===== config.mk =====
export PLATFORM = sky130hd
export DESIGN_NAME = timer_capture_arbiter
export DESIGN_NICKNAME = d
export VERILOG_FILES = /design/src/rtl/timer_pkg.sv /design/src/rtl/edge_detector_timer.sv /design/src/rtl/timer_capture_arbiter.sv
export SDC_FILE = /design/constraint.sdc
export NUM_CORES = 1
export LEC_CHECK = 0
export BUFFER_PORTS_ARGS = -buffer_cell sky130_fd_sc_hd__buf_4
export CAP_MARGIN = 20
export CORE_MARGIN = 4
export CORE_UTILIZATION = 30
export DETAILED_ROUTE_END_ITERATION = 10
export GPL_ROUTABILITY_DRIVEN = 0
export PLACE_DENSITY_LB_ADDON = 0.05
export SYNTH_ARGS = -nofsm -noshare
export SYNTH_HDL_FRONTEND = slang
export SYNTH_SLANG_ARGS = --single-unit
export TNS_END_PERCENT = 100

===== constraint.sdc =====
create_clock -name clk -period 4.73 [get_ports clk]
set_input_delay 0.473 -clock clk [delete_from_list [all_inputs] [get_ports clk]]
set_output_delay 0.473 -clock clk [all_outputs]
set_load 0.01 [all_outputs]

===== src/rtl/timer_pkg.sv =====
// Shared types for the timer input-capture block: capture record, edge-mode
// encoding and the output register state.
package timer_pkg;

  // Record fields are sized for the largest supported configuration
  // (16 channels, 64-bit count); instances use the low bits.
  localparam int REC_CH_W  = 4;
  localparam int REC_VAL_W = 64;

  typedef struct packed {
    logic [REC_CH_W-1:0]  ch;
    logic [REC_VAL_W-1:0] value;
  } cap_rec_t;

  // Edge mode is {EDGEnB, EDGEnA}
  localparam logic [1:0] EDGE_OFF  = 2'b00;
  localparam logic [1:0] EDGE_RISE = 2'b01;
  localparam logic [1:0] EDGE_FALL = 2'b10;
  localparam logic [1:0] EDGE_BOTH = 2'b11;

  typedef enum logic {
    ST_EMPTY = 1'b0,
    ST_FULL  = 1'b1
  } cap_state_e;

endpackage


===== src/rtl/edge_detector_timer.sv =====
// Per-bit edge detector with independent rise/fall enables. The sample
// register resets to 0, so a pin already high out of reset reads as a rise.
module edge_detector_timer
  import timer_pkg::*;
#(
  parameter int WIDTH = 4
) (
  input  logic             clk,
  input  logic             n_rst,
  input  logic [WIDTH-1:0] sig,
  input  logic [WIDTH-1:0] rise_en,
  input  logic [WIDTH-1:0] fall_en,
  output logic [WIDTH-1:0] edge_out
);

  logic [WIDTH-1:0] prev_q;
  logic [WIDTH-1:0] rise_v;
  logic [WIDTH-1:0] fall_v;

  always_ff @(posedge clk or negedge n_rst) begin
    if (!n_rst) begin
      prev_q <= '0;
    end else begin
      prev_q <= sig;
    end
  end

  assign rise_v = sig & ~prev_q;
  assign fall_v = ~sig & prev_q;

  always_comb begin
    edge_out = '0;
    for (int i = 0; i < WIDTH; i++) begin
      case ({fall_en[i], rise_en[i]})
        EDGE_RISE: edge_out[i] = rise_v[i];
        EDGE_FALL: edge_out[i] = fall_v[i];
        EDGE_BOTH: edge_out[i] = rise_v[i] | fall_v[i];
        default:   edge_out[i] = 1'b0;
      endcase
    end
  end

endmodule


===== src/rtl/timer_capture_arbiter.sv =====
// Multi-channel input capture: snapshots count on enabled pin edges into
// per-channel holding registers and drains them round-robin to one port.
module timer_capture_arbiter
  import timer_pkg::*;
#(
  parameter int NUM_CH = 4,
  parameter int CNT_W  = 32
) (
  input  logic                      clk,
  input  logic                      n_rst,
  input  logic                      en,
  input  logic [NUM_CH-1:0]         cap_in,
  input  logic [NUM_CH-1:0]         edge_a,
  input  logic [NUM_CH-1:0]         edge_b,
  input  logic [CNT_W-1:0]          count,
  input  logic [NUM_CH-1:0]         ovr_clr,
  output logic                      cap_valid,
  input  logic                      cap_ready,
  output logic [$clog2(NUM_CH)-1:0] cap_ch,
  output logic [CNT_W-1:0]          cap_value,
  output logic [NUM_CH-1:0]         pending,
  output logic [NUM_CH-1:0]         overrun
);

  localparam int CH_W = $clog2(NUM_CH);

  // Handshake: a record transfers on a cycle where cap_valid and cap_ready
  // are both high; while cap_valid is high the record is held unchanged.

  logic [NUM_CH-1:0] edge_raw;
  logic [NUM_CH-1:0] cap_edge;
  logic [NUM_CH-1:0] pending_q;
  logic [NUM_CH-1:0] overrun_q;
  logic [CNT_W-1:0]  hold_q [NUM_CH];
  logic [CH_W-1:0]   rr_ptr_q;
  cap_state_e        state_q;
  cap_rec_t          out_q;

  logic              grant_found;
  logic [CH_W-1:0]   grant_idx;
  logic [CH_W-1:0]   cand;
  int                arb_idx;
  logic              load;
  logic [NUM_CH-1:0] grant_vec;
  logic              unused_rec;

  edge_detector_timer #(.WIDTH(NUM_CH)) u_edge (
    .clk      (clk),
    .n_rst    (n_rst),
    .sig      (cap_in),
    .rise_en  (edge_a),
    .fall_en  (edge_b),
    .edge_out (edge_raw)
  );

  assign cap_edge = edge_raw & {NUM_CH{en}};

  // First pending channel at or after rr_ptr, wrapping
  always_comb begin
    grant_found = 1'b0;
    grant_idx   = '0;
    arb_idx     = 0;
    cand        = '0;
    for (int off = 0; off < NUM_CH; off++) begin
      arb_idx = int'(rr_ptr_q) + off;
      if (arb_idx >= NUM_CH) arb_idx = arb_idx - NUM_CH;
      cand = CH_W'(arb_idx);
      if (!grant_found && pending_q[cand]) begin
        grant_found = 1'b1;
        grant_idx   = cand;
      end
    end
  end

  assign load      = ((state_q == ST_EMPTY) || cap_ready) && grant_found;
  assign grant_vec = load ? (NUM_CH'(1) << grant_idx) : '0;

  always_ff @(posedge clk or negedge n_rst) begin
    if (!n_rst) begin
      pending_q <= '0;
      overrun_q <= '0;
      for (int i = 0; i < NUM_CH; i++) hold_q[i] <= '0;
    end else begin
      for (int i = 0; i < NUM_CH; i++) begin
        // A channel being granted this cycle frees its slot for a new edge
        if (cap_edge[i] && (!pending_q[i] || grant_vec[i])) begin
          hold_q[i]    <= count;
          pending_q[i] <= 1'b1;
        end else if (grant_vec[i]) begin
          pending_q[i] <= 1'b0;
        end
        if (cap_edge[i] && pending_q[i] && !grant_vec[i]) begin
          overrun_q[i] <= 1'b1;
        end else if (ovr_clr[i]) begin
          overrun_q[i] <= 1'b0;
        end
      end
    end
  end

  always_ff @(posedge clk or negedge n_rst) begin
    if (!n_rst) begin
      state_q  <= ST_EMPTY;
      out_q    <= '0;
      rr_ptr_q <= '0;
    end else if (load) begin
      out_q.ch    <= REC_CH_W'(grant_idx);
      out_q.value <= REC_VAL_W'(hold_q[grant_idx]);
      state_q     <= ST_FULL;
      rr_ptr_q    <= (grant_idx == CH_W'(NUM_CH - 1)) ? '0 : grant_idx + CH_W'(1);
    end else if ((state_q == ST_FULL) && cap_ready) begin
      state_q <= ST_EMPTY;
    end
  end

  assign cap_valid  = (state_q == ST_FULL);
  assign cap_ch     = out_q.ch[CH_W-1:0];
  assign cap_value  = out_q.value[CNT_W-1:0];
  assign pending    = pending_q;
  assign overrun    = overrun_q;
  assign unused_rec = ^out_q;

endmodule


==> flow_summary_export.csv <==
group,metric,value,unit
routing,remaining_drc_errors,0,
grt,grt_overflow,0,
routing,avgRoutedWirePerCell,18.7,um
synth,synthFlopType,"dfrtp_1",
routing,antenna_left,0,
worst_setup_path,cpPeakStageDelay,0.57,ns
synth,yosys-top-cells-area,"dfrtp_1 57%, mux2_2 14%, mux2_4 5.8%, nand2_1 4.0%, a211o_1 3.5%",
floorplanning,die-area,28500,um2
timing,hold_viol,0,
synth,yosysTopAreaCell,"dfrtp_1",
clock_tree,post_cts_buffers,0,
routing,drtIter0Drc,282,
routing,routed_wl,19.3,mm
worst_setup_path,worst-r2r-setup-slack,1.63,ns
clock_tree,hold_buffers,0,
worst_setup_path,worstPathArrival,3.40,ns
worst_setup_path,reg2reg_to,"hold_q[14]$_DFFE_PN0P_",
synth,synth_area_per_cell,12.9,um2
timing,slew_viol_final,0,
worst_setup_path,criticalPathCategory,"reg2reg",
floorplanning,die_h,169,um
timing,setup_slack,1.63,ns
floorplanning,rows,58,
synth,async_flop_share,100,%
worst_setup_path,worst-path-max-fanout,17,
timing,tightest_slew,0.965,ns
synth,synth_top_area_share,57.1,%
grt,grt_pass1_wl,31.4,mm
worst_setup_path,critPathLaunchType,"flip-flop",
run,maxCapViolCount,0,
place,post-dp-hpwl,12.0,mm
synth,seq_area_frac_synth,57.1,%
grt,grt_pass1_vias,5548,
cells_and_area,area_growth_syn_to_layout,21.9,%
cells_and_area,final_common_cell,"dfrtp_1",
worst_setup_path,timing.rr.start,"pending[0]$_DFFE_PN0P_",
clock_tree,cts_sinks,177,
timing,tns,0,ns
clock_tree,htreeDepth,4,
grt,antenna_found_initial,0,
worst_setup_path,crit_chain,"a21bo_2, a221o_2, inv_2, ha_1, nand2_1, a21oi_4, buf_4, mux2_2",
synth,synth_cell_type_count,39,
floorplanning,die_w,169,um
cells_and_area,final_cell_mix,"177 x dfrtp_1, 102 x buf_4, 99 x mux2_2",
place,io_buffers,94,
clock_tree,clockBufferDepth,2,
synth,yosysWarningCount,0,
floorplanning,core,25300,um2
floorplanning,io_pins,95,
place,place_ws,1.49,ns
timing,max_freq,0.323,GHz
clock_tree,path_clk_slew,0.07,ns
cells_and_area,antenna_cells,0,
worst_setup_path,slowest_stage,"a21oi_4",
grt,grt_usage,13.9,%
synth,syn_nets,661,
clock_tree,insertion_delay,0.43,ns
routing,vias,5002,
cells_and_area,layout.nets,750,
power,leakage,4.45,nW
run_status,status,"finished, final reports clean",
cells_and_area,fillers,2434,
clock_tree,cts_buffers,17,
timing,rsz0062_at_grt,"no",
power,p_per_area,709,nW/um2
floorplanning,start_util,30.6,%
clock_tree,cts_tree,"done",
synth,synth-seq-cells,177,
routing,routed_via_density,4.85,
clock_tree,cts_resized,0,
synth,synthCells,600,
power,finalPower,6.70,mW
routing,firstDrtPassIters,4,
timing,fin_crit,3.10,ns
timing,setup_viol,0,
power,peakVddDrop,354,uV
min_path,hold_path.class,"in2async",
timing,skew,0.0149,ns
cells_and_area,drive_gt1_share,39.5,%
synth,synth_edf_count,0,
clock_tree,root_buffer,"clkbuf_16",
timing,fin_crit_sh,65.6,%
synth,synth_area,7750,um2
timing,max-slew-margin-rel,35.7,%
worst_setup_path,critPathCaptureType,"flip-flop",
grt,grt_max_degree,98,
cells_and_area,final_util,37.3,%
worst_setup_path,cp_data_required_time,5.03,ns
worst_setup_path,reg2regPathDepth,8,
==> layout make-up <==
class                           count  area (um2)  area share (%)
Sequential cell                   177        4430            46.9
Multi-Input combinational cell    370        3120            33.0
Timing Repair Buffer              105         825            8.72
Clock buffer                       19         443            4.69
Tap cell                          330         413            4.37
Clock inverter                     12         159            1.68
Inverter                           18        67.6           0.715
==> metrics by stage <==
step                cells  hold slack (ns)  instance area, um2
floorplan             600            0.177                7750
global placement      999            0.465                8820
detailed placement    999            0.467                8820
CTS                  1030            0.131                9430
global route         1031            0.150                9450
finish               1031           0.0824                9450
==> worst max-delay path: cells and delay by family, from the launching register on <==
family | cells | cell delay (ns)
adders and majority gates | 1 | 0.20
DFF | 1 | 0.48
AOI/OAI and AO/OA | 3 | 1.17
buffers and inverters | 2 | 0.63
and+or+nand+nor | 1 | 0.10
muxes | 1 | 0.37
==> metal layers <==
layer / track usage (%) / vias to the layer above / routed length [um]
met4: 3.42 / 0 / 191
met5: 0 / - / 0
met3: 3.39 / 16 / 701
li1: - / 2314 / -
met1: 18.9 / 2583 / 9260
met2: 22.6 / 89 / 9140
==> power by group <==
group	internal, mW	switching, mW
combinational	1.32	1.24
clock	0.847	0.611
sequential	2.25	0.427
==> worst max path at each step <==
stage | cells past startpoint | slack (ns) | startpoint | to
final | 8 | 1.63 | pending[0]$_DFFE_PN0P_ | hold_q[14]$_DFFE_PN0P_
after global routing | 7 | 1.40 | rr_ptr_q[1]$_DFFE_PN0P_ | hold_q[56]$_DFFE_PN0P_
after CTS | 8 | 1.56 | pending[0]$_DFFE_PN0P_ | hold_q[22]$_DFFE_PN0P_
after detailed placement | 9 | 1.49 | cap_in[1] | hold_q[77]$_DFFE_PN0P_
after global placement | 9 | 1.53 | cap_in[1] | hold_q[78]$_DFFE_PN0P_
after floorplan | 10 | 1.97 | pending[1]$_DFFE_PN0P_ | hold_q[0]$_DFFE_PN0P_
==> cell families after synthesis <==
logic type,Yosys count,synth area share [%]
AO/OA/AOI/OAI,127,12.1
adder cells (fa/ha/maj),9,1.45
buffers and inverters,53,3.28
flip-flops,177,57.1
multiplexers,131,20.4
AND/OR/NAND/NOR,103,5.63
==> synth_stat cells, drive strengths merged, types with 2 or more instances <==
| cell type | n |
|---|---|
| ha | 9 |
| o22ai | 4 |
| nand2 | 82 |
| mux2i | 2 |
| a21boi | 5 |
| clkbuf | 15 |
| nand2b | 9 |
| a211o | 31 |
| mux2 | 129 |
| a21oi | 38 |
| buf | 20 |
| nor2 | 6 |
| o211ai | 2 |
| dfrtp | 177 |
| a22o | 31 |
| o21ai | 6 |
| inv | 18 |
==> sequential cells by signal (all words and copies together) (netlist names) <==
register	count
rr_ptr_q	2
hold_q	128
pending	4
u_edge.prev_q	4
cap_ch	2
overrun	4
cap_value	32
cap_valid	1
No activity file was read; power rests on OpenSTA's default activity.
